File: config.mk
export PLATFORM = sky130hd
export DESIGN_NAME = strip_reconfig_sequencer
export DESIGN_NICKNAME = d
export VERILOG_FILES = /design/src/rtl/strip_reconfig_sequencer.sv
export SDC_FILE = /design/constraint.sdc
export NUM_CORES = 1
export LEC_CHECK = 0
export ABC_AREA = 1
export CORE_ASPECT_RATIO = 0.5
export CORE_MARGIN = 2
export CORE_UTILIZATION = 65
export CTS_BUF_LIST = sky130_fd_sc_hd__clkbuf_4
export DETAILED_ROUTE_END_ITERATION = 10
export DONT_BUFFER_PORTS = 1
export HOLD_SLACK_MARGIN = 0.02
export PLACE_DENSITY = 0.92
export SETUP_SLACK_MARGIN = 0.05
export SYNTH_ARGS = -nofsm -noshare
export SYNTH_HDL_FRONTEND = slang
export SYNTH_SLANG_ARGS = --single-unit
File: constraint.sdc
create_clock -name clk_48 -period 4.4 [get_ports clk_48]
set_input_delay 0.66 -clock clk_48 [delete_from_list [all_inputs] [get_ports clk_48]]
set_output_delay 0.66 -clock clk_48 [all_outputs]
set_load 0.005 [all_outputs]
File: src/rtl/strip_reconfig_sequencer.sv
// Click-free filter reconfiguration: fade gain out, load each changed filter over req/ack, fade back in.
// Optional build macro STRIP_ACK_TIMEOUT_EN adds an ack timeout and the sticky load_err output.
module strip_reconfig_sequencer #(
    parameter int GAIN_W    = 8,
    parameter int GAIN_STEP = 4
`ifdef STRIP_ACK_TIMEOUT_EN
    , parameter int TIMEOUT_CYCLES = 1024
`endif
) (
    input  logic              clk_48,
    input  logic              reset,
    input  logic              sample_tick,
    input  logic              mute,
    input  logic [2:0]        freqSelect,
    input  logic [2:0]        lowpassSelect,
    input  logic [2:0]        highpassSelect,
    output logic              load_req,
    output logic [1:0]        load_target,
    output logic [2:0]        load_sel,
    input  logic              load_ack,
    output logic [GAIN_W-1:0] gain,
    output logic              busy,
    output logic [2:0]        state_o
`ifdef STRIP_ACK_TIMEOUT_EN
    , output logic            load_err
`endif
);
    // Handshake: load_req rises with load_target/load_sel valid and holds them
    // stable until a load_ack pulse is seen while load_req is high.
    typedef enum logic [2:0] {
        IDLE     = 3'd0,
        FADE_OUT = 3'd1,
        LOAD     = 3'd2,
        WAIT_ACK = 3'd3,
        FADE_IN  = 3'd4,
        MUTED    = 3'd5
    } state_t;

    localparam logic [GAIN_W-1:0] GMAX = '1;
    localparam logic [GAIN_W-1:0] STEP = GAIN_W'(GAIN_STEP);

    state_t            state_q;
    logic [GAIN_W-1:0] gain_q;
    logic              load_req_q;
    logic [1:0]        load_target_q;
    logic [2:0]        load_sel_q;
    logic [2:0][2:0]   applied_q;
    logic [2:0]        force_q;

    logic [2:0][2:0]   sel_in;
    logic [2:0]        pending;
    logic [2:0]        pending_ack;
    logic [1:0]        pick;
    logic [GAIN_W-1:0] gain_dn;
    logic [GAIN_W-1:0] gain_up;
    logic              load_done;

    assign sel_in = {highpassSelect, lowpassSelect, freqSelect};

    // pending_ack is the pending set as it will look once the in-flight load lands.
    always_comb begin
        pending     = '0;
        pending_ack = '0;
        for (int t = 0; t < 3; t++) begin
            pending[t]     = force_q[t] | (sel_in[t] != applied_q[t]);
            pending_ack[t] = (2'(t) == load_target_q) ? (sel_in[t] != load_sel_q) : pending[t];
        end
    end

    always_comb begin
        pick = 2'd0;
        if (pending[0])      pick = 2'd0;
        else if (pending[1]) pick = 2'd1;
        else if (pending[2]) pick = 2'd2;
    end

    assign gain_dn = (gain_q > STEP) ? (gain_q - STEP) : '0;
    assign gain_up = ((GMAX - gain_q) > STEP) ? (gain_q + STEP) : GMAX;

`ifdef STRIP_ACK_TIMEOUT_EN
    localparam int CNT_W = $clog2(TIMEOUT_CYCLES + 1);
    logic [CNT_W-1:0] ack_cnt_q;
    logic             load_err_q;
    logic             ack_timeout;
    assign ack_timeout = (ack_cnt_q == CNT_W'(TIMEOUT_CYCLES - 1));
    assign load_done   = load_req_q & (load_ack | ack_timeout);
    assign load_err    = load_err_q;
`else
    assign load_done = load_req_q & load_ack;
`endif

    always_ff @(posedge clk_48) begin
        if (reset) begin
            state_q       <= FADE_OUT;
            gain_q        <= '0;
            load_req_q    <= 1'b0;
            load_target_q <= 2'd0;
            load_sel_q    <= 3'd0;
            applied_q     <= {3'd2, 3'd1, 3'd4};
            force_q       <= 3'b111;
`ifdef STRIP_ACK_TIMEOUT_EN
            ack_cnt_q     <= '0;
            load_err_q    <= 1'b0;
`endif
        end else begin
            case (state_q)
                IDLE: begin
                    gain_q <= GMAX;
                    if ((|pending) || mute) state_q <= FADE_OUT;
                end
                FADE_OUT: begin
                    if (gain_q == '0) begin
                        if (|pending)  state_q <= LOAD;
                        else if (mute) state_q <= MUTED;
                        else           state_q <= FADE_IN;
                    end else if (sample_tick) begin
                        gain_q <= gain_dn;
                    end
                end
                LOAD: begin
                    // Inputs may have reverted since the fade started; then nothing is loaded.
                    if (|pending) begin
                        load_target_q <= pick;
                        load_sel_q    <= sel_in[pick];
                        load_req_q    <= 1'b1;
                        state_q       <= WAIT_ACK;
`ifdef STRIP_ACK_TIMEOUT_EN
                        ack_cnt_q     <= '0;
`endif
                    end else if (mute) begin
                        state_q <= MUTED;
                    end else begin
                        state_q <= FADE_IN;
                    end
                end
                WAIT_ACK: begin
                    if (load_done) begin
                        applied_q[load_target_q] <= load_sel_q;
                        force_q[load_target_q]   <= 1'b0;
                        load_req_q               <= 1'b0;
                        if (|pending_ack) state_q <= LOAD;
                        else if (mute)    state_q <= MUTED;
                        else              state_q <= FADE_IN;
`ifdef STRIP_ACK_TIMEOUT_EN
                        if (!load_ack) load_err_q <= 1'b1;
`endif
                    end
`ifdef STRIP_ACK_TIMEOUT_EN
                    else begin
                        ack_cnt_q <= ack_cnt_q + 1'b1;
                    end
`endif
                end
                FADE_IN: begin
                    if ((|pending) || mute) begin
                        state_q <= FADE_OUT;
                    end else if (gain_q == GMAX) begin
                        state_q <= IDLE;
                    end else if (sample_tick) begin
                        gain_q <= gain_up;
                    end
                end
                MUTED: begin
                    gain_q <= '0;
                    if (|pending)  state_q <= LOAD;
                    else if (!mute) state_q <= FADE_IN;
                end
                default: state_q <= FADE_OUT;
            endcase
        end
    end

    assign load_req    = load_req_q;
    assign load_target = load_target_q;
    assign load_sel    = load_sel_q;
    assign gain        = gain_q;
    assign busy        = (state_q != IDLE);
    assign state_o     = state_q;
endmodule

==> qor.yml <==
numClockSinks: 28
root_buffer: "clkbuf_4"
pwr-share-comb_pct: 53.3
cts.path.max_buffers: 2
crit_type: "reg -> reg"
viasPerCell: 5.55
area_delta_synth_final_pct: 4.20
cts_tree: "yes"
antenna_left: 0
grt_use_total_pct: 28.2
synth_adder_area_share_pct: 4.26
dpl.hpwl_um: 3820
crit_arrival_ns: 2.13
endpoint_kind: "register"
yosys_warnings: 0
hold_violations: 0
avgRoutedWirePerCell_um: 13.2
layout_commonest_cell: "nand2_1"
cap_violations: 0
synth.area.top_cells: "dfxtp_1 (27%), nand2_1 (16%), nor2_1 (9.5%), inv_1 (8.4%), a21oi_1 (5.1%)"
syn_area_per_cell_um2: 6.05
fp.coreArea_um2: 3010
hold_ws_ns: 0.353
gr-total-overflow: 0
finalNonFillerCells: 381
synth_cells: 340
ctsHtreeMaxLevel: 1
die_y_um: 43.8
startpoint_type: "register"
rsz0062_at_grt: "false"
power_density_nw_per_um2: 557
synth_nets: 361
nNetsFinal: 363
start_util_pct: 68.2
hp-class: "in -> reg"
cts_resized: 0
clock.fmax_mhz: 533
synthMuxAreaShare_pct: 0
syn_area_um2: 2060
min_from: "reset"
finalMaxSlewViolations: 0
place_ws_ns: 2.53
cts_hold_buf: 0
synth-xor-area-share_pct: 2.98
cts_buffers: 3
final_cell_mix: "nand2_1 (86), nor2_1 (52), inv_1 (46), dfxtp_1 (28)"
grt_pass1_vias: 1935
synth-compound-area-share_pct: 14.9
synth-async-reset-ratio_pct: 0
tns_ns: 0
path_cells: "inv_1 -> ha_1 -> a21oi_1 -> nor2_1 -> nor2_1 -> inv_1 -> nand2_1 -> nand3b_1 -> nand2_1 -> nand2_1 -> nor2_1"
synth_seq_cells: 28
synth_cell_types: 30
clk_pin_slew_ns: 0.17
antenna_found_initial: 0
placed_cells: 377
die_x_um: 83.5
vias: 2115
synth_top_family_by_area: "simple AND/OR/NAND/NOR gates"
setup_viol: 0
place_congestion: 0.952
first_iter_violations: 134
fp-row-count: 14
port_buffers: 0
power_leakage_nw: 1.06
seqPwrFrac_pct: 32.0
ys.flop_type: "dfxtp_1"
post_cts_buffers: 0
route.detailed.drc: 0
slew_headroom_pct: 64.3
skew_ns: 0.00900
finalCriticalPeriod_ns: 1.88
diodes: 0
ys_seq_area_share_pct: 27.3
p_int_w: 0.000612
drive_above_1_share_pct: 8.80
ios: 32
startpoint: "gain[3]"
drtPass1Iterations: 5
swShare_pct: 48.7
slowest_stage: "dfxtp_1"
r2r_start: "gain[3]"
cp_max_fo: 5
synth_top_cell_by_area: "dfxtp_1"
yosysTopAreaCellShare_pct: 27.3
synth_edf_count: 0
clk_latency_ns: 0.34
grt_max_degree: 19
switching_power_w: 0.000580
wl_um: 5020
max_stage_delay_ns: 0.48
fin_ws_ns: 2.52
finalCritPeriodShare_pct: 42.6
synth_simple_gate_area_share_pct: 39.4
grt_pass1_wl_um: 8270
required_ns: 4.66
tightest_slew_ns: 0.534
clock_power_share_pct: 14.8
ir_worst_vdd_v: 0.000394
die_area_um2: 3660
outcome: "finished, final reports clean"
area by class of cell:
cell class	count	area [um2]
Inverter	57	214
Sequential cell	28	561
Multi-Input combinational cell	252	1260
Clock buffer	3	22.5
Clock inverter	1	30.0
Tap cell	40	50.0
Fill cell	265	871
power groups by stage:
stage | clock (W) | combinational, W | sequential [W]
after floorplan | 0 | 0.000512 | 0.000362
after global placement | 0 | 0.000588 | 0.000380
after detailed placement | 0 | 0.000614 | 0.000385
after CTS | 0.000178 | 0.000626 | 0.000378
after global routing | 0.000184 | 0.000718 | 0.000386
final | 0.000176 | 0.000635 | 0.000381
cell families after synthesis:
| logic type | count (synthesis) |
|---|---|
| xor gates and xnor gates | 7 |
| adders and majority gates | 7 |
| AOI/OAI and AO/OA | 56 |
| and+or+nand+nor | 182 |
| buffers and inverters | 60 |
| DFF | 28 |
worst max-delay path: cells and delay by family (launching register included):
family,cells,cell delay [ns]
AND/OR/NAND/NOR,7,0.70
buffers and inverters,2,0.23
flip-flops,1,0.48
AO/OA/AOI/OAI,1,0.12
adder cells (fa/ha/maj),1,0.25
per-stage QoR:
stage / util, % / instance area, um2 / total power (W)
finish: 71.1 / 2140 / 0.00119
floorplan: - / 2060 / 0.000874
global route: 71.1 / 2140 / 0.00129
CTS: 71.1 / 2140 / 0.00118
detailed placement: 69.4 / 2090 / 0.000999
global placement: 69.4 / 2090 / 0.000969
synth_stat cells, drive strengths merged, types with 2 or more instances:
| cell type | number |
|---|---|
| nand2 | 94 |
| inv | 57 |
| nor2 | 56 |
| dfxtp | 28 |
| o21ai | 24 |
| nand3 | 22 |
| a21oi | 21 |
| ha | 7 |
| nor3 | 6 |
| xor2 | 6 |
| o211ai | 4 |
| o22ai | 4 |
| a221oi | 2 |
| buf | 2 |
| nand4 | 2 |
metal layers:
metal	routed length, um	up-vias	track usage (%)
li1	-	1076	-
met5	0	-	0
met2	2360	87	50.5
met1	2190	944	34.9
met4	55	0	7.42
met3	414	8	7.43
final timing paths:
check	slack, ns	depth (start not counted)	endpoint
max	2.52	11	gain[0]
max reg2reg	2.52	11	gain[0]
min reg2reg	0.50	2	force_q[2]
min	0.35	1	state_o[1]
state kept, by name, summed over array words and instances (netlist names):
signal / flops
load_sel: 3
applied_q: 9
load_req: 1
force_q: 3
gain: 7
load_target: 2
state_o: 3
Power figures use the tool's default switching activity.
